--- config.mk ---
export PLATFORM = sky130hd
export DESIGN_NAME = servo_pwm_capture
export DESIGN_NICKNAME = d
export VERILOG_FILES = /design/src/rtl/servo_pwm_capture.sv
export SDC_FILE = /design/constraint.sdc
export NUM_CORES = 1
export LEC_CHECK = 0
export BUFFER_PORTS_ARGS = -buffer_cell sky130_fd_sc_hd__buf_2
export CAP_MARGIN = 30
export CORE_ASPECT_RATIO = 1.2
export CORE_UTILIZATION = 40
export CTS_CLUSTER_SIZE = 10
export DETAILED_ROUTE_END_ITERATION = 8
export PLACE_DENSITY = 0.56
export SKIP_LAST_GASP = 1
export SYNTH_ARGS = -nofsm -noshare
export SYNTH_HDL_FRONTEND = slang
export SYNTH_SLANG_ARGS = --single-unit
--- constraint.sdc ---
create_clock -name clk_pwm -period 3.3 [get_ports clk_pwm]
set_input_delay 0.495 -clock clk_pwm [delete_from_list [all_inputs] [get_ports clk_pwm]]
set_output_delay 0.495 -clock clk_pwm [all_outputs]
set_load 0.05 [all_outputs]
--- src/rtl/servo_pwm_capture.sv ---
// servo_pwm_capture: measures servo PWM high time and period on clk_pwm.
// Ports: clk_pwm, rst (async, active-low), sw_en, pwm_in -> width, period,
//   angle_valid, range_err, signal_lost. Option: SERVO_CAP_FILTER_EN.
module servo_pwm_capture #(
  parameter int unsigned MIN_W    = 24_000,
  parameter int unsigned MAX_W    = 126_000,
  parameter int unsigned TIMEOUT  = 2_000_000,
  parameter int unsigned FILT_LEN = 4
) (
  input  logic        clk_pwm,
  input  logic        rst,
  input  logic        sw_en,
  input  logic        pwm_in,
  output logic [31:0] width,
  output logic [31:0] period,
  output logic        angle_valid,
  output logic        range_err,
  output logic        signal_lost
);

  typedef enum logic [1:0] {
    SYNC, ARMED, HIGH, LOW
  } state_t;

  // Fill counter is sized for the longest (filtered) input pipeline.
  localparam int FW = $clog2(4 + FILT_LEN);

  logic s1, s2, s, s_q;
  logic rise, fall;
  logic [FW-1:0] fill;
  logic pipe_ok;

  always_ff @(posedge clk_pwm or negedge rst) begin
    if (!rst) begin
      s1 <= 1'b0;
      s2 <= 1'b0;
    end else begin
      s1 <= pwm_in;
      s2 <= s1;
    end
  end

`ifdef SERVO_CAP_FILTER_EN
  localparam int unsigned PIPE = 3 + FILT_LEN;
  localparam int FCW = $clog2(FILT_LEN + 1);

  logic [FCW-1:0] f_cnt;
  logic s_f;

  always_ff @(posedge clk_pwm or negedge rst) begin
    if (!rst) begin
      f_cnt <= '0;
      s_f   <= 1'b0;
    end else if (s2 == s_f) begin
      f_cnt <= '0;
    end else if (f_cnt == FCW'(FILT_LEN - 1)) begin
      s_f   <= s2;
      f_cnt <= '0;
    end else begin
      f_cnt <= f_cnt + 1'b1;
    end
  end

  assign s = s_f;
`else
  localparam int unsigned PIPE = 3;

  assign s = s2;
`endif

  // fill marks when s_q holds a real sample rather than the reset zero,
  // so a pulse already high at reset is not mistaken for a fresh rise.
  always_ff @(posedge clk_pwm or negedge rst) begin
    if (!rst) begin
      s_q  <= 1'b0;
      rise <= 1'b0;
      fall <= 1'b0;
      fill <= '0;
    end else begin
      s_q  <= s;
      rise <= s & ~s_q;
      fall <= ~s & s_q;
      if (fill != FW'(PIPE))
        fill <= fill + 1'b1;
    end
  end

  assign pipe_ok = (fill == FW'(PIPE));

  state_t state, state_d;
  logic [31:0] hi_cnt, hi_d;
  logic [31:0] lo_cnt, lo_d;
  logic [31:0] width_d, period_d;
  logic av_d, re_d, lost_d;
  logic in_range;

  always_ff @(posedge clk_pwm or negedge rst) begin
    if (!rst) begin
      state       <= SYNC;
      hi_cnt      <= '0;
      lo_cnt      <= '0;
      width       <= 32'd75_000;
      period      <= '0;
      angle_valid <= 1'b0;
      range_err   <= 1'b0;
      signal_lost <= 1'b1;
    end else begin
      state       <= state_d;
      hi_cnt      <= hi_d;
      lo_cnt      <= lo_d;
      width       <= width_d;
      period      <= period_d;
      angle_valid <= av_d;
      range_err   <= re_d;
      signal_lost <= lost_d;
    end
  end

  assign in_range = (hi_cnt >= MIN_W) && (hi_cnt <= MAX_W);

  // lo_cnt doubles as the ARMED wait timer.
  always_comb begin
    state_d  = state;
    hi_d     = hi_cnt;
    lo_d     = lo_cnt;
    width_d  = width;
    period_d = period;
    av_d     = 1'b0;
    re_d     = 1'b0;
    lost_d   = signal_lost;
    if (!sw_en) begin
      state_d = SYNC;
      hi_d    = '0;
      lo_d    = '0;
    end else begin
      unique case (state)
        SYNC: begin
          hi_d = '0;
          lo_d = '0;
          if (pipe_ok && !s_q)
            state_d = ARMED;
        end
        ARMED: begin
          if (lo_cnt == TIMEOUT) begin
            lost_d  = 1'b1;
            state_d = SYNC;
            lo_d    = '0;
          end else if (rise) begin
            hi_d    = 32'd1;
            lo_d    = '0;
            state_d = HIGH;
          end else begin
            lo_d = lo_cnt + 32'd1;
          end
        end
        HIGH: begin
          if (hi_cnt == TIMEOUT) begin
            lost_d  = 1'b1;
            state_d = SYNC;
            hi_d    = '0;
            lo_d    = '0;
          end else if (fall) begin
            lo_d    = 32'd1;
            state_d = LOW;
          end else begin
            hi_d = hi_cnt + 32'd1;
          end
        end
        LOW: begin
          if (lo_cnt == TIMEOUT) begin
            lost_d  = 1'b1;
            state_d = SYNC;
            hi_d    = '0;
            lo_d    = '0;
          end else if (rise) begin
            if (in_range) begin
              width_d  = hi_cnt;
              period_d = hi_cnt + lo_cnt;
              av_d     = 1'b1;
              lost_d   = 1'b0;
            end else begin
              re_d = 1'b1;
            end
            hi_d    = 32'd1;
            lo_d    = '0;
            state_d = HIGH;
          end else begin
            lo_d = lo_cnt + 32'd1;
          end
        end
        default: state_d = SYNC;
      endcase
    end
  end

endmodule

==> metrics.cfg <==
[outcome]
run_status = complete, no violations

[synth]
ys_ff_latch = 141
synthCells = 886
muxShareOfSynthArea = 0.00409
synth_top_area_share = 0.415
seq_area_frac_synth = 0.445
synth-adder-area-share = 0.0607
synth_edf_count = 0
yosys.area_share.simple = 0.216
synth_top_family_by_area = simple AND/OR/NAND/NOR gates
yosys_warnings = 0
syn_nets = 928
yosys.area.top_type = dfrtp_1
synth_area_leaders = dfrtp_1 (42%), nand2_1 (7.1%), ha_1 (5.8%), o21ai_0 (4.7%), a21oi_1 (3.9%)
syn_area_um2 = 7960
synth.distinct_cells = 65
synth.avg_cell_area_um2 = 8.98
synthArstFlopShare = 1.00
synth_compound_area_frac = 0.185
synth_ff_type = dfrtp_1
yosys.area_share.xor_xnor = 0.0550

[floorplan]
placeableCoreArea_um2 = 19500
start_util = 0.407
die_h_um = 156
die-area_um2 = 20500
rows = 56
ios = 71
chipWidth_um = 131

[sta]
whs_ps = 91.6
drv_slew = 0
fin_crit_sh = 0.934
tns_ps = 0
rsz0062_at_grt = yes
worst_pin_slew_ps = 750
slew-limit-headroom = 0.500
finalClockSkew_ps = 10.1
setup_viol_count_final = 0
period_needed_ps = 3080
hold_violations = 0
fmax_mhz = 324

[setup_path]
cp-startpoint = hi_cnt[8]$_DFFE_PN0P_
crit_arrival_ps = 3390
crit_path_end_kind = flop
path_class = reg -> reg
path_cells = ha_1 > a21oi_1 > o21bai_1 > a2111o_1 > a21o_1 > o21ai_1 > o31ai_1 > a221oi_1 > mux2i_1 > nand2_1
rr_startpoint = hi_cnt[8]$_DFFE_PN0P_
cp_data_required_time_ps = 3600
cp_slowest_stage_delay_ps = 460
crit_path_max_fanout = 7
critPathLaunchType = flop
slowest_stage = dfrtp_1

[global_routing]
grt_max_degree = 77
grt_pass1_vias = 6497
antenna_found_initial = 0
grt_usage = 0.215
overflow = 0
grt_pass1_wl_um = 33900

[cells_and_area]
fin_cells = 1259
layout.nets = 1027
area_growth_pct = 18.7
antenna_cells = 0
drive_gt1_frac = 0.176
fin_util = 0.483

[cts]
cts_tree = built
clk_latency_ps = 420
cts_buffer_depth = 2
clock_sinks = 141
ctsHtreeMaxLevel = 4
clk_pin_slew_ps = 60
cts_setup_buffers = 0
cts_buffers = 17
cts_root_buffer = clkbuf_16

[power_and_ir_drop]
ir_worst_vdd_mv = 0.358
p_per_area_nw_per_um2 = 425
leakage_nw = 4.44

[min_path]
hold_class = in -> async

[route]
wl_per_cell_um = 16.5
antenna_left = 0
drcViolationCount = 0
initialDrtViolationCount = 492
vias = 6899
drt_pass1_iterations = 5
viasPerCell = 5.48
routed_wl_um = 20800

[place]
dp_hpwl_um = 15200
portBuffers = 70
gp_congestion = 0.862
dp.cells = 1227

[run]
maxCapViolCount = 0

area by class of cell:
class,count,area (um2)
Sequential cell,141,3540
Clock inverter,11,133
Tap cell,261,327
Clock buffer,21,460
Fill cell,1895,10100
Multi-Input combinational cell,683,4170
Inverter,23,86.3
Timing Repair Buffer,119,732
power breakdown:
group / total, W / switching (W) / internal (W)
logic: 0.000304 / 0.000224 / 0.0000799
registers: 0.00178 / 0.0000218 / 0.00176
clock network: 0.00192 / 0.000761 / 0.00116
total: 0.00401 / 0.00101 / 0.00300
Yosys cell counts, types with 11 or more instances:
cell,number
and2_1,19
nand2_1,150
clkbuf_1,22
nand4_1,20
inv_1,23
nor3_1,11
and3_1,13
buf_2,13
nand3_1,30
xnor2_1,20
dfrtp_1,132
ha_1,37
a31oi_1,17
o21ai_0,74
a21oi_1,62
xor2_1,30
nor2_1,53
a21o_1,16
cell families (layout without fill, tap and decap cells):
kind of cell | Yosys count | after routing
muxes | 3 | 3
DFF | 141 | 141
AOI/OAI and AO/OA | 238 | 238
adders and majority gates | 38 | 38
and+or+nand+nor | 354 | 354
xor gates and xnor gates | 50 | 50
buffers and inverters | 62 | 174
worst max-delay path, delay by kind of cell (launching register included):
kind                     cells  cell delay (ps)
AO/OA/AOI/OAI                7             1800
adder cells (fa/ha/maj)      1              390
flip-flops                   1              460
multiplexers                 1              240
AND/OR/NAND/NOR              1               70
stage by stage:
step / setup WS [ps] / cell area [um2] / power (W)
2_1_floorplan: 410 / 7960 / 0.00199
3_3_place_gp: 157 / 8830 / 0.00212
3_5_place_dp: 120 / 8830 / 0.00212
4_1_cts: 91.0 / 9420 / 0.00406
5_1_grt: -29.8 / 9450 / 0.00416
6_report: 218 / 9450 / 0.00401
final timing paths:
| check | cells past startpoint | endpoint | slack, ps |
|---|---|---|---|
| hold reg to reg | 0 | s$_DFF_PN0_ | 350 |
| min in group clk_pwm | 1 | s1$_DFF_PN0_ | 180 |
| setup / recovery | 10 | period[31]$_DFFE_PN0P_ | 220 |
| max in group asynchronous | 2 | width[6]$_DFFE_PN1P_ | 2320 |
| setup reg to reg | 10 | period[31]$_DFFE_PN0P_ | 220 |
| hold / removal | 1 | width[18]$_DFFE_PN0P_ | 90 |
state kept, by name, summed over array words and instances, names as in the netlist, 2 cells and up:
signal and flops:
hi_cnt 32, lo_cnt 32, period 32, width 32
fill 3, state 2
cells in the final DEF, fill, tap and decap left out, types with 6 or more instances in the layout:
cell / instances
nor4_1: 10
inv_1: 23
o21bai_1: 7
o21ai_0: 74
o31ai_1: 9
buf_4: 47
nand2_1: 150
xnor2_1: 20
xor2_1: 30
or3_1: 9
buf_2: 69
dfstp_2: 9
nor3_1: 11
a31oi_1: 17
a21o_1: 16
clkbuf_16: 17
nor2b_1: 10
nand3_1: 30
and2_1: 19
dfrtp_1: 132
a22o_1: 10
and3_1: 13
nor2_1: 53
ha_1: 37
nand4_1: 20
a21oi_1: 62
a211oi_1: 6
layer usage:
layer	routed length, um	GRT usage	share of wire
met5	0	0	0
met1	9780	0.289	0.47
met2	9820	0.349	0.47
met3	896	0.0407	0.043
met4	280	0.0635	0.013
what timing repair did:
item / 4_1_cts / 5_1_grt
endpoints found under the setup margin: 0 / 64
resized for setup: 0 / 6
hold buffers: 0 / 0
No activity file was read; power rests on OpenSTA's default activity.
